--- src/rtl/chunked_adder.sv ---
// Multi-cycle adder/subtractor: adds CHUNK bits per clock over WIDTH/CHUNK slices
// and reports x86-style CF/OF/ZF/SF flags with a valid/ready handshake on both sides.
//
// state | meaning
// IDLE  | waiting for an operation, in_ready=1
// RUN   | one slice per edge, running carry held in carry_q
// DONE  | result/flags presented, out_valid=1 until out_ready
module chunked_adder #(
    parameter int WIDTH = 32,
    parameter int CHUNK = 8
) (
    input  logic             clk,
    input  logic             rst,
    input  logic             in_valid,
    output logic             in_ready,
    input  logic [WIDTH-1:0] dataa,
    input  logic [WIDTH-1:0] datab,
    input  logic [1:0]       mode,
    input  logic             carry_in,
    output logic             out_valid,
    input  logic             out_ready,
    output logic [WIDTH-1:0] result,
    output logic             CF,
    output logic             OF,
    output logic             ZF,
    output logic             SF
);

    localparam int N  = WIDTH / CHUNK;
    localparam int KW = (N > 1) ? $clog2(N) : 1;

    typedef enum logic [1:0] {IDLE, RUN, DONE} state_t;

    state_t           state_q;
    logic [WIDTH-1:0] a_q;
    logic [WIDTH-1:0] b_q;
    logic [WIDTH-1:0] acc_q;
    logic [WIDTH-1:0] acc_d;
    logic [WIDTH-1:0] result_q;
    logic             carry_q;
    logic             sub_q;
    logic [KW-1:0]    k_q;
    logic             cf_q, of_q, zf_q, sf_q;

    logic [CHUNK-1:0] a_sl;
    logic [CHUNK-1:0] b_sl;
    logic [CHUNK:0]   sum_sl;
    logic             cout;
    logic             cmsb;
    logic             last_sl;

    always_comb begin
        a_sl    = a_q[int'(k_q)*CHUNK +: CHUNK];
        b_sl    = b_q[int'(k_q)*CHUNK +: CHUNK];
        sum_sl  = {1'b0, a_sl} + {1'b0, b_sl} + {{CHUNK{1'b0}}, carry_q};
        acc_d   = acc_q;
        acc_d[int'(k_q)*CHUNK +: CHUNK] = sum_sl[CHUNK-1:0];
        cout    = sum_sl[CHUNK];
        // sum bit = a ^ b ^ carry-in, so the carry into the top bit falls out directly
        cmsb    = sum_sl[CHUNK-1] ^ a_sl[CHUNK-1] ^ b_sl[CHUNK-1];
        last_sl = (k_q == KW'(N - 1));
    end

    always_ff @(posedge clk or posedge rst) begin
        if (rst) begin
            state_q  <= IDLE;
            a_q      <= '0;
            b_q      <= '0;
            acc_q    <= '0;
            result_q <= '0;
            carry_q  <= 1'b0;
            sub_q    <= 1'b0;
            k_q      <= '0;
            cf_q     <= 1'b0;
            of_q     <= 1'b0;
            zf_q     <= 1'b0;
            sf_q     <= 1'b0;
        end else begin
            case (state_q)
                IDLE: begin
                    if (in_valid) begin
                        a_q     <= dataa;
                        b_q     <= mode[0] ? ~datab : datab;
                        carry_q <= mode[1] ? (carry_in ^ mode[0]) : mode[0];
                        sub_q   <= mode[0];
                        acc_q   <= '0;
                        k_q     <= '0;
                        state_q <= RUN;
                    end
                end
                RUN: begin
                    acc_q   <= acc_d;
                    carry_q <= cout;
                    k_q     <= k_q + KW'(1);
                    if (last_sl) begin
                        result_q <= acc_d;
                        cf_q     <= cout ^ sub_q;
                        of_q     <= cout ^ cmsb;
                        zf_q     <= (acc_d == '0);
                        sf_q     <= acc_d[WIDTH-1];
                        state_q  <= DONE;
                    end
                end
                DONE: begin
                    if (out_ready) begin
                        state_q <= IDLE;
                    end
                end
                default: state_q <= IDLE;
            endcase
        end
    end

    assign in_ready  = (state_q == IDLE);
    assign out_valid = (state_q == DONE);
    assign result    = result_q;
    assign CF        = cf_q;
    assign OF        = of_q;
    assign ZF        = zf_q;
    assign SF        = sf_q;

endmodule
--- config.mk ---
export PLATFORM = sky130hd
export DESIGN_NAME = chunked_adder
export DESIGN_NICKNAME = d
export VERILOG_FILES = /design/src/rtl/chunked_adder.sv
export SDC_FILE = /design/constraint.sdc
export NUM_CORES = 1
export LEC_CHECK = 0
export CAP_MARGIN = 15
export CORE_MARGIN = 5
export CORE_UTILIZATION = 58
export CTS_CLUSTER_DIAMETER = 200
export DETAILED_ROUTE_END_ITERATION = 8
export GPL_TIMING_DRIVEN = 0
export HOLD_SLACK_MARGIN = 0.1
export PLACE_DENSITY = 0.92
export SYNTH_ARGS = -nofsm -noshare
export SYNTH_HDL_FRONTEND = slang
export SYNTH_SLANG_ARGS = --single-unit
--- constraint.sdc ---
create_clock -name clk -period 6.7 [get_ports clk]
set_input_delay 1.005 -clock clk [delete_from_list [all_inputs] [get_ports clk]]
set_output_delay 1.005 -clock clk [all_outputs]
set_load 0.005 [all_outputs]
==> key figures <==
Final layout
  • Antenna diode count: 0
  • Final #Nets: between 800 and 900
  • Fillers: 775
  • Ratio of cells with drive above 1 in the final layout: 7.31%
  • Reg area: 3430 µm²
  • Most frequent cells in the layout: nand2_1 (172), dfrtp_1 (137), clkdlybuf4s50_1 (107)
  • Multi-input gate area: between 3000 and 4000 µm²
  • Finished Layout Cells: approximately 960
  • Area Overhead vs Synth: 29.0%
  • Commonest non-fill, non-tap cell in the layout: nand2_1

Setup path
  • Arr. time, crit path: 4.54 ns
  • CP Data Required Time: 7.01 ns
  • Setup crit start kind: register
  • Crit path max fanout: 10
  • WS Path Type: reg -> reg
  • Endpoint type of the worst setup path: register

Synthesis
  • Mean post-synth cell area: 9.87 µm²
  • Area leader, netlist: dfrtp_1
  • Synth Flop Type: dfrtp_1
  • Synth area leaders: dfrtp_1 (51%), nand2_1 (9.6%), mux4_2 (5.4%)
  • Post-Syn Nets: 767
  • Synth Cell Area: 6720 µm²
  • #FFs+latches synth: 137
  • Synth cell types: between 50 and 60
  • Number of synthesized flops with an enable pin: 0
  • YS warnings: 0
  • Cells after synthesis: 681
  • Share of the synthesized area in the top cell type: 51.0%
  • Async set-reset flop share out of synthesis: 100%
  • Sequential fraction of the synthesis area: between 50% and 60%

Hold path
  • Hold Path Class: reg -> reg

Routing
  • Final WL: 18.9 mm
  • Avg Vias per Cell: 6.05
  • DR iter-0 viols: 679
  • Via count: 5834
  • Pre-Repair DR Iteration Count: 5
  • DRC: 0
  • WL/cell: 19.6 µm
  • Remaining antenna violation count: 0

Placement
  • Placed wire-length estimate: 13.1 mm
  • Placed cells: 932
  • Gpl congestion: approximately 0.93
  • Port buffer count: 107

Floorplan
  • Chip width: 118 µm
  • Ports: 109
  • Die height: 118 µm
  • Area of the core: 11400 µm²
  • Std cell rows: 39
  • Die ar.: ~14000 µm²
  • Initial core utilization: 59.1%

CTS
  • Sink Count: 137
  • Hold_buf cts: 0
  • Root buf cell: clkbuf_16
  • Post-CTS setup buffers: 0
  • Post-CTS resize count: 0
  • Clk_lat worst skew: roughly 0.43 ns
  • Clock Tree Buf Depth: 2
  • TritonCTS Buffers: 17
  • H-tree depth: 4
  • CTS tree: built
  • Worst-path clk slew: approximately 0.060 ns

Global route
  • Vias in the first global route: approximately 6300
  • First-pass GRT wire length: 31.1 mm
  • Gr ovfl total: 0
  • Initial antenna violation count: 0
  • Largest net degree at the start of global routing: 96
  • GRT Total Usage: 28.0%

STA
  • Unrepaired setup endpoints after global routing: false
  • Final hold vios: 0
  • Worst Tran Pin Value: 1.17 ns
  • Worst clock skew: about 0.0068 ns
  • Period utilisation layout: 63.1%
  • Max frequency: 0.236 GHz
  • Final TNS setup: 0 ns
  • Slew margin rel.: about a fifth
  • Final setup vio count: 0
  • Final Max Tran Viols: 0
  • Crit path time final: 4.23 ns

Job
  • Maxcap violations: 0

Power and ir drop
  • Pwr Density: ~610 nW/µm²
  • LEAKAGE: 3.88 nW
  • Worst VDD drop: 0.000432 V

Status
  • Status: completed
==> area by class of cell <==
| type | instances | share of cell area, % |
|---|---|---|
| plain buffers | 45 | 2.02 |
| well taps | 143 | 2.06 |
| multi-input cells | 490 | 35.6 |
| clock buffers | 25 | 5.83 |
| clock inverters | 7 | 1.85 |
| inverters | 9 | 0.447 |
| repair buffers | 108 | 12.7 |
| flip-flops and latches | 137 | 39.5 |
==> Yosys cell counts (2+ instances only) <==
master / count
a41oi_1: 2
nor2_1: 16
inv_1: 9
nand2b_1: 3
a21oi_1: 30
a21o_1: 2
o21ai_1: 3
nor3_1: 3
or2_2: 3
a31oi_1: 4
a221oi_1: 4
o21ai_0: 70
buf_1: 7
fa_1: 2
xor2_1: 4
ha_1: 13
clkbuf_1: 35
o31ai_1: 4
and2_0: 2
a22o_1: 23
nor4_1: 3
and2_1: 2
a22o_2: 2
mux4_2: 16
buf_2: 2
xnor2_1: 38
o22ai_1: 4
nor2b_1: 33
nand3_1: 10
nand2_1: 172
dfrtp_1: 137
==> per-layer routing <==
metal,share of wire (%),track usage [%]
met1,37,33.3
met2,51,47.0
met5,0,0
met4,4.3,14.6
met3,8.0,6.87
==> sequential cells by signal, summed over array words and instances, names as in the netlist <==
signal	count
CF	1
OF	1
ZF	1
a_q	32
acc_q	32
b_q	32
carry_q	1
k_q	2
result	32
state_q	2
sub_q	1
==> critical path, cell delays in order, from the launching register on <==
cell and delay (ns):
dfrtp_1 0.60, buf_2 0.37, buf_2 0.42, mux4_2 0.59, ha_1 0.38, nor2b_1 0.22, o22ai_1 0.15, xnor2_1 0.90
a21oi_1 0.26, nand2_1 0.15, o31ai_2 0.07
==> kinds of logic (layout without fill, tap and decap cells) <==
logic type               Yosys count  in the layout  share of synthesized area, %
adder cells (fa/ha/maj)           15             15                          3.02
flip-flops                       137            137                          51.0
AO/OA/AOI/OAI                    157            157                          14.7
AND/OR/NAND/NOR                  259            259                          17.2
multiplexers                      17             17                          5.51
buffers and inverters             54            194                          3.11
XOR/XNOR                          42             42                          5.47
==> final timing paths <==
path                         start  cells past startpoint         end  slack, ns
setup / recovery            k_q[0]                     10          ZF       2.47
hold / removal             a_q[16]                      2     a_q[16]       0.47
setup reg to reg            k_q[0]                     10          ZF       2.47
hold reg to reg            a_q[16]                      2     a_q[16]       0.47
max in group asynchronous      rst                      3  result[27]       4.95
min in group asynchronous      rst                      2   result[2]       0.96
==> metrics by stage <==
stage	util, %	area [µm²]	power (mW)	setup slack [ns]	hold slack, ns
floorplan	-	6720	3.14	2.03	0.440
global placement	70.1	7970	3.96	0.489	0.454
detailed placement	70.4	8000	4.10	2.58	0.458
CTS	76.3	8670	5.20	2.51	0.473
global route	76.3	8670	5.54	2.25	0.495
finish	76.3	8670	5.27	2.47	0.470
==> power breakdown <==
group	switching [mW]	total (mW)	internal, mW	leakage, nW
registers	0.234	1.42	1.19	1.79
logic	1.71	2.78	1.07	1.77
clock network	0.349	1.06	0.709	0.327
total	2.29	5.27	2.97	3.88
Power figures use the tool's default switching activity.
